### src/rtl/brisc_pkg.sv
// Shared decode types for the brisc pipeline: instruction formats, opcode map
// and the decoded bundle carried from decode into register-read/execute.
package brisc_pkg;

    localparam int PKG_XLEN  = 32;
    localparam int PKG_ILEN  = 32;
    localparam int PKG_NREGS = 32;
    localparam int PKG_RB    = $clog2(PKG_NREGS);

    typedef enum logic [2:0] {
        IT_R       = 3'd0,
        IT_I       = 3'd1,
        IT_S       = 3'd2,
        IT_B       = 3'd3,
        IT_U       = 3'd4,
        IT_J       = 3'd5,
        IT_INVALID = 3'd6
    } itype_e;

    localparam logic [6:0] OPC_OP     = 7'b0110011;
    localparam logic [6:0] OPC_OP_IMM = 7'b0010011;
    localparam logic [6:0] OPC_LOAD   = 7'b0000011;
    localparam logic [6:0] OPC_JALR   = 7'b1100111;
    localparam logic [6:0] OPC_SYSTEM = 7'b1110011;
    localparam logic [6:0] OPC_STORE  = 7'b0100011;
    localparam logic [6:0] OPC_BRANCH = 7'b1100011;
    localparam logic [6:0] OPC_LUI    = 7'b0110111;
    localparam logic [6:0] OPC_AUIPC  = 7'b0010111;
    localparam logic [6:0] OPC_JAL    = 7'b1101111;

    typedef struct packed {
        logic [PKG_XLEN-1:0] pc;
        logic [6:0]          opcode;
        itype_e              itype;
        logic [PKG_RB-1:0]   rs1;
        logic [PKG_RB-1:0]   rs2;
        logic [PKG_RB-1:0]   rd;
        logic [2:0]          funct3;
        logic [6:0]          funct7;
        logic [PKG_XLEN-1:0] imm;
        logic                illegal;
    } decoded_t;

    // Every valid opcode ends in 2'b11, so a bad length field lands in INVALID.
    function automatic itype_e classify(input logic [6:0] opc);
        case (opc)
            OPC_OP:                                        return IT_R;
            OPC_OP_IMM, OPC_LOAD, OPC_JALR, OPC_SYSTEM:    return IT_I;
            OPC_STORE:                                     return IT_S;
            OPC_BRANCH:                                    return IT_B;
            OPC_LUI, OPC_AUIPC:                            return IT_U;
            OPC_JAL:                                       return IT_J;
            default:                                       return IT_INVALID;
        endcase
    endfunction

endpackage

### src/rtl/idecode_comb.sv
// Combinational instruction decoder: classifies the opcode and extracts
// register indices, funct fields and the sign-extended immediate.
module idecode_comb
    import brisc_pkg::*;
(
    input  logic [PKG_ILEN-1:0] instr,
    input  logic [PKG_XLEN-1:0] pc,
    output decoded_t            dec
);

    itype_e      itype;
    logic [31:0] imm32;

    assign itype = classify(instr[6:0]);

    always_comb begin
        imm32 = 32'd0;
        case (itype)
            IT_I:    imm32 = {{20{instr[31]}}, instr[31:20]};
            IT_S:    imm32 = {{20{instr[31]}}, instr[31:25], instr[11:7]};
            IT_B:    imm32 = {{19{instr[31]}}, instr[31], instr[7], instr[30:25], instr[11:8], 1'b0};
            IT_U:    imm32 = {instr[31:12], 12'd0};
            IT_J:    imm32 = {{11{instr[31]}}, instr[31], instr[19:12], instr[20], instr[30:21], 1'b0};
            default: imm32 = 32'd0;
        endcase
    end

    always_comb begin
        dec         = '0;
        dec.pc      = pc;
        dec.opcode  = instr[6:0];
        dec.itype   = itype;
        dec.illegal = (itype == IT_INVALID);
        dec.imm     = PKG_XLEN'(signed'(imm32));
        // Fields are only populated where the format actually defines them.
        if (itype inside {IT_R, IT_I, IT_S, IT_B}) begin
            dec.rs1    = instr[19:15];
            dec.funct3 = instr[14:12];
        end
        if (itype inside {IT_R, IT_S, IT_B}) dec.rs2 = instr[24:20];
        if (itype inside {IT_R, IT_I, IT_U, IT_J}) dec.rd = instr[11:7];
        if (itype == IT_R) dec.funct7 = instr[31:25];
    end

endmodule

### src/rtl/idecode_stage.sv
// Registered decode stage with valid/ready on both sides, an optional skid
// register for full throughput, and a flush that kills everything held.
module idecode_stage
    import brisc_pkg::*;
#(
    parameter int XLEN    = PKG_XLEN,
    parameter int ILEN    = PKG_ILEN,
    parameter int NREGS   = PKG_NREGS,
    parameter int RB      = $clog2(NREGS),
    parameter bit SKID_EN = 1'b1
) (
    input  logic            clk,
    input  logic            reset,
    input  logic            flush,
    input  logic            in_valid,
    output logic            in_ready,
    input  logic [ILEN-1:0] in_instr,
    input  logic [XLEN-1:0] in_pc,
    output logic            out_valid,
    input  logic            out_ready,
    output logic [XLEN-1:0] out_pc,
    output logic [6:0]      out_opcode,
    output logic [2:0]      out_itype,
    output logic [RB-1:0]   out_rs1,
    output logic [RB-1:0]   out_rs2,
    output logic [RB-1:0]   out_rd,
    output logic [2:0]      out_funct3,
    output logic [6:0]      out_funct7,
    output logic [XLEN-1:0] out_imm,
    output logic            out_illegal
);

    // Handshake: a transfer happens on a rising edge where valid and ready are
    // both high; a producer holds its data stable until that edge.
    decoded_t dec, out_q, skid_q;
    logic     out_valid_q, skid_valid_q, in_ready_q;
    logic     accept, out_free;

    idecode_comb u_comb (
        .instr (in_instr),
        .pc    (in_pc),
        .dec   (dec)
    );

    assign out_free = !out_valid_q || out_ready;
    assign in_ready = SKID_EN ? in_ready_q : out_free;
    assign accept   = in_valid && in_ready && !flush;

    always_ff @(posedge clk or posedge reset) begin
        if (reset) begin
            out_q        <= '0;
            skid_q       <= '0;
            out_valid_q  <= 1'b0;
            skid_valid_q <= 1'b0;
            in_ready_q   <= 1'b1;
        end else if (flush) begin
            out_valid_q  <= 1'b0;
            skid_valid_q <= 1'b0;
            in_ready_q   <= 1'b1;
        end else if (out_free) begin
            // The skid entry is older than anything on the input, so it goes first.
            if (skid_valid_q) begin
                out_q        <= skid_q;
                out_valid_q  <= 1'b1;
                skid_valid_q <= 1'b0;
            end else begin
                if (accept) out_q <= dec;
                out_valid_q <= accept;
            end
            in_ready_q <= 1'b1;
        end else if (accept) begin
            skid_q       <= dec;
            skid_valid_q <= 1'b1;
            in_ready_q   <= 1'b0;
        end
    end

    assign out_valid   = out_valid_q;
    assign out_pc      = out_q.pc;
    assign out_opcode  = out_q.opcode;
    assign out_itype   = out_q.itype;
    assign out_rs1     = out_q.rs1;
    assign out_rs2     = out_q.rs2;
    assign out_rd      = out_q.rd;
    assign out_funct3  = out_q.funct3;
    assign out_funct7  = out_q.funct7;
    assign out_imm     = out_q.imm;
    assign out_illegal = out_q.illegal;

endmodule

### config.mk
export PLATFORM = sky130hd
export DESIGN_NAME = idecode_stage
export DESIGN_NICKNAME = d
export VERILOG_FILES = /design/src/rtl/brisc_pkg.sv /design/src/rtl/idecode_comb.sv /design/src/rtl/idecode_stage.sv
export SDC_FILE = /design/constraint.sdc
export NUM_CORES = 1
export LEC_CHECK = 0
export ABC_AREA = 1
export BUFFER_PORTS_ARGS = -buffer_cell sky130_fd_sc_hd__buf_2
export CORE_MARGIN = 5
export CORE_UTILIZATION = 58
export CTS_BUF_LIST = sky130_fd_sc_hd__clkbuf_4 sky130_fd_sc_hd__clkbuf_8
export DETAILED_ROUTE_END_ITERATION = 7
export GPL_ROUTABILITY_DRIVEN = 1
export HOLD_SLACK_MARGIN = 0.06
export PLACE_DENSITY_LB_ADDON = 0.25
export SYNTH_ARGS = -nofsm -noshare
export SYNTH_HDL_FRONTEND = slang
export SYNTH_SLANG_ARGS = --single-unit
### constraint.sdc
create_clock -name clk -period 8.3 [get_ports clk]
set_input_delay 0.415 -clock clk [delete_from_list [all_inputs] [get_ports clk]]
set_output_delay 0.415 -clock clk [all_outputs]
set_load 0.02 [all_outputs]
Word level (Yosys, flattened, before mapping)
Cells that the tools add are included.
{ "word_totals": {"register_bits": 203, "in_bits": 69, "output_inout_bits": 102, "elab_cells": 75} }
{ "classes": {"bitwise_logic": 2, "reduce_logical": 16, "muxes": 18, "n_eq_ne": 16} }
{ "ops": {"columns": ["cell", "count"], "rows": [
  ["100-bit 2-to-1 mux", 2],
  ["32-bit case mux with 5 select lines", 1],
  ["7-bit == test, second input constant", 4],
  ["7-bit by 6-bit == test with 1-bit output, second input constant", 3],
  ["3-bit case mux with 6 select lines", 1],
  ["5-bit 2-to-1 mux", 3],
  ["7-bit by 5-bit == test with 1-bit output, second input constant", 2],
  ["3-bit == test, second input constant", 3],
  ["1-bit 2-to-1 mux", 9],
  ["4-bit nonzero test", 2],
  ["7-bit by 2-bit == test with 1-bit output, second input constant", 1],
  ["7-bit 2-to-1 mux", 1],
  ["3-bit by 2-bit == test with 1-bit output, second input constant", 2],
  ["3-bit AND reduction", 2],
  ["3-bit nonzero test", 2],
  ["2-bit nonzero test", 2],
  ["4-bit OR reduction", 1],
  ["3-bit by 1-bit == test with 1-bit output, second input constant", 1],
  ["3-bit logical NOT", 1],
  ["3-bit 2-to-1 mux", 1],
  ["1-bit logical AND", 2],
  ["1-bit logical NOT", 2],
  ["1-bit inverter", 2],
  ["2-bit OR reduction", 1],
  ["1-bit logical OR", 1]
]} }

Longest topological paths before layout
{ "depth": {"word_depth": 8, "mapped_depth": 19, "depth_no_buf": 19} }

Hierarchy
A second synthesis with hierarchy kept.
{ "hier_totals": {"cells_unflattened": 1418, "area_unflattened_um2": 10359.9} }
{ "by_module_without_submodules": {"columns": ["mod", "cells_per_inst", "instances", "area_per_inst_um2", "seq_area_each_um2"], "rows": [
  ["idecode_stage", 1206, 1, 9235.1, 5081.1],
  ["idecode_comb", 212, 1, 1124.8, 0.0]
]} }

Worst setup path after synthesis
OpenSTA, ideal clock, no wires.
{ "synth_timing": {"path_type": "input to register", "start": "input in_instr[4]", "end": "register out_q (netlist bit out_imm[20])", "required_ns": 8.184, "arrival_time_ns": 2.141, "path_slack_ns": 6.043, "path_stages": 16, "setup_time_ns": 0.116, "n_path_buf": 1, "cell_sequence": "inv_2 > nand2_2 > nor3_4 > inv_2 > ha_1 > nand2_2 > nor2_8 > nor2_8 > nand2_8 > nand3_4 > nand2_2 > nand2_4 > buf_6 > nand3_2 > nand2_1 > nand2_1"} }
{ "synth_between": {"elab_chain_len": 7, "elab_cells_between_ends": 21, "classes_between": "15 x eq/ne; 4 x mux; 2 x reduce/logical"} }
{ "synth_lines": {"columns": ["element", "line", "source"], "rows": [
  ["start, declared", "idecode_stage.sv:17", "input logic [ILEN-1:0] in_instr,"],
  ["7-bit by 5-bit == test with 1-bit output (tied with other cells)", "brisc_pkg.sv:46", "case (opc)"],
  ["4-bit OR reduction or 2-bit OR reduction (tied branches)", "brisc_pkg.sv:46", null],
  ["3-bit case mux with 6 select lines (*)", "brisc_pkg.sv:46", null],
  ["3-bit == test (tied with other cells)", "idecode_comb.sv:18", "case (itype)"],
  ["32-bit case mux with 5 select lines (*)", "idecode_comb.sv:18", null],
  ["100-bit 2-to-1 mux (*)", "idecode_stage.sv:67", "if (accept) out_q <= dec;"],
  ["100-bit 2-to-1 mux (*)", "idecode_stage.sv:62", "if (skid_valid_q) begin"],
  ["end signal, assigned", "idecode_stage.sv:63", "out_q <= skid_q;"],
  ["end, declared", "idecode_stage.sv:35", "decoded_t dec, out_q, skid_q;"]
]} }
Every way passes the cells marked *; elsewhere a longest branch is shown, timed or not. The select of a mux whose other input is x is not followed.
A chain may end at the register's enable or synchronous reset.

Final worst setup path
{ "layout_timing": {"start": "register skid_valid_q", "end": "register out_q (netlist bit out_illegal)"} }
{ "layout_between": {"elab_chain_len": 2, "elab_cells_between_ends": 3, "classes_between": "1 x mux; 2 x reduce/logical"} }
{ "layout_lines": {"columns": ["element", "line", "source"], "rows": [
  ["start, declared", "idecode_stage.sv:36", "logic out_valid_q, skid_valid_q, in_ready_q;"],
  ["start signal, assigned", "idecode_stage.sv:54", "skid_valid_q <= 1'b0;"],
  ["start signal, assigned", "idecode_stage.sv:58", "skid_valid_q <= 1'b0;"],
  ["start signal, assigned", "idecode_stage.sv:65", "skid_valid_q <= 1'b0;"],
  ["2-bit nonzero test (no line)", null, null],
  ["3-bit AND reduction (no line)", null, null]
]} }
Several ways; a longest one is shown, not always the timed one.

==> results_dict.tcl <==
set metrics [dict create \
    status "completed" \
    grt_pass1_wl_mm 39.4 \
    async_flop_share 1.00 \
    worst_pin_slew_ns 0.969 \
    totalWireLength_mm 23.7 \
    setup_viol 0 \
    ff_latch_area_um2 5080 \
    ys.flop_type "dfrtp_1" \
    crit_path_max_fanout 101 \
    p_sw_frac 0.293 \
    clkSinkCount 203 \
    fp.dieW_um 136 \
    place_ws_ns 4.73 \
    gr-total-overflow 0 \
    synth_area_leaders "dfrtp_1, nand2_1, nor2_1" \
    drive_above_1_share 0.219 \
    reg2reg_from "skid_valid_q" \
    p_sw_uw 749 \
    postLayoutCoreUtil 0.686 \
    dr.first_iter.drc_count 655 \
    drcViolationCount 0 \
    slew_headroom 0.352 \
    grt_pass1_vias 7888 \
    power_uw 2560 \
    cts_buffers 35 \
    max_freq_mhz 273 \
    nets 1337 \
    drv_cap 0 \
    cp.required_ns 8.71 \
    grtUsageTotal 0.264 \
    tns_ns 0 \
    cts_root_buf "clkbuf_8" \
    post-route-period-util 0.442 \
    postCtsHoldBufs 1 \
    htree_num_levels 2 \
    syn-num-nets 1197 \
    seq_power_share 0.478 \
    multiInputGateArea_um2 3740 \
    path_clk_slew_ns 0.06 \
    synth.largest_area_cell "dfrtp_1" \
    comb_power_share 0.167 \
    fill_cells 1351 \
    worstSkewPairLatency_ns 0.51 \
    rows 46 \
    fin_ws_ns 4.63 \
    dp_hpwl_mm 15.0 \
    hold_violations 0 \
    clock_path_buffers 3 \
    area_growth_pct 17.1 \
    arrival_ns 4.08 \
    maxSlewViolCount 0 \
    antenna_found_initial 1 \
    die_h_um 136 \
    routedWlPerCell_um 15.8 \
    syn_avg_cell_area_um2 8.20 \
    path_common_cell "o21ai_0" \
    synth_top_area_frac 0.547 \
    intPower_uw 1810 \
    hold_class "primary input to asynchronous set/reset pin" \
    p_leak_uw 0.00571 \
    crit_path_start_kind "flip-flop" \
    cellPowerDensity_nw_per_um2 236 \
    dieArea_um2 18600 \
    post_cts_buffers 0 \
    cts_tree "yes" \
    critPathLaunch "skid_valid_q" \
    ys_warn_count 0 \
    clkPwrFrac 0.355 \
    slowest_stage "buf_4" \
    dr_total_vias 8224 \
    firstDrtPassIters 5 \
    synth_area_um2 9240 \
    yosysUniqueCellTypes 31 \
    cpPeakStageDelay_ns 0.85 \
    viasPerCell 5.48 \
    rsz0062_at_grt "false" \
    synth.yosys.seq_area_share 0.550 \
    end_kind "flip-flop" \
    synth_common_cells "nand2_1, dfrtp_1, nor2_1" \
    period_minus_slack_ns 3.67 \
    ios 171 \
    synth.most_common_cell "nand2_1" \
    antennaDiodeCount 0 \
    start_util 0.586 \
    finClkSkew_ns 0.0148 \
    post_cts_resized 0 \
    core_um2 15800 \
    grt_start_max_net_pins 133 \
    synth-edff-count 0 \
    io_buffers 170 \
    ant_nets 0 \
    ir_drop_uv 189 \
    routabilityCongestion 0.842 \
    syn-instance-count 1127 \
    synth-seq-cells 203 \
    path_class "flip-flop to flip-flop" \
    path_cells "inv_4 > nand2_1 > inv_1 > nor3_4 > buf_4 > o21ai_0 > o21ai_0" \
]
## sequential cells by signal, summed over array words and instances, names as in the netlist
| signal | cells |
|---|---|
| out_illegal | 1 |
| out_funct3 | 3 |
| out_pc | 32 |
| out_funct7 | 7 |
| skid_q | 100 |
| out_opcode | 7 |
| in_ready | 1 |
| out_rd | 5 |
| out_rs2 | 5 |
| out_itype | 3 |
| out_imm | 32 |
| out_valid | 1 |
| skid_valid_q | 1 |
| out_rs1 | 5 |
## cell usage in the layout (no fill, tap or decap), drive strengths merged
cell and n:
a21oi 69, nor3 2, clkbuf 55, clkinv 1, dfstp 1, nand2 418
dfrtp 202, a31oi 50, dlygate4sd3 1, buf 177, ha 1, nand3 83
nor2 137, o21ai 56, o211ai 2, inv 28, nand4 3
## path summary, 6_finish.rpt
check	slack (ns)	cells past startpoint	end
min in group clk	0.12	3	skid_q[79]
max reg2reg	4.63	7	out_illegal
max	4.63	7	out_illegal
min	0.1	2	out_imm[9]
max in group asynchronous	6.68	3	out_funct7[1]
min reg2reg	0.47	2	skid_q[86]
## layout make-up
cell class | instances | share of cell area
clock inverters | 1 | 0.000462
repair buffers | 178 | 0.0844
multi-input cells | 821 | 0.345
clock buffers | 55 | 0.0642
well taps | 216 | 0.0250
inverters | 28 | 0.0113
flip-flops and latches | 203 | 0.470
## power groups by stage
stage	Combinational (uW)	Clock, uW	Sequential [uW]
final	427	907	1220
after global routing	478	974	1240
after CTS	433	927	1220
after detailed placement	431	0	1230
after global placement	419	0	1230
after floorplan	201	0	1300
## routing by layer
| layer | GRT usage | wire length, um | share of wire |
|---|---|---|---|
| met2 | 0.410 | 10900 | 0.46 |
| met5 | 0 | 11 | 0.00046 |
| met3 | 0.0651 | 2140 | 0.090 |
| met4 | 0.0985 | 741 | 0.031 |
| met1 | 0.363 | 9860 | 0.42 |
## per-stage QoR
step                cell area [um2]  hold WS [ns]  std cells
finish                        10800        0.0977       1502
global route                  10800         0.107       1502
CTS                           10800        0.0962       1502
detailed placement            10100         0.458       1445
global placement              10100         0.453       1445
floorplan                      9240         0.442       1127
## worst max-delay path, delay by kind of cell, from the launching register on
kind | cells | cell delay [ns]
DFF | 1 | 0.75
buffers and inverters | 3 | 1.32
AOI/OAI and AO/OA | 2 | 0.49
and+or+nand+nor | 2 | 0.91
## kinds of logic (layout without fill, tap and decap cells)
group | after synthesis | after routing | synth area share
buffers and inverters | 103 | 262 | 0.0474
DFF | 203 | 203 | 0.550
AOI/OAI and AO/OA | 177 | 177 | 0.104
adders and majority gates | 1 | 1 | 0.00135
and+or+nand+nor | 643 | 643 | 0.298
Power figures use the tool's default switching activity.
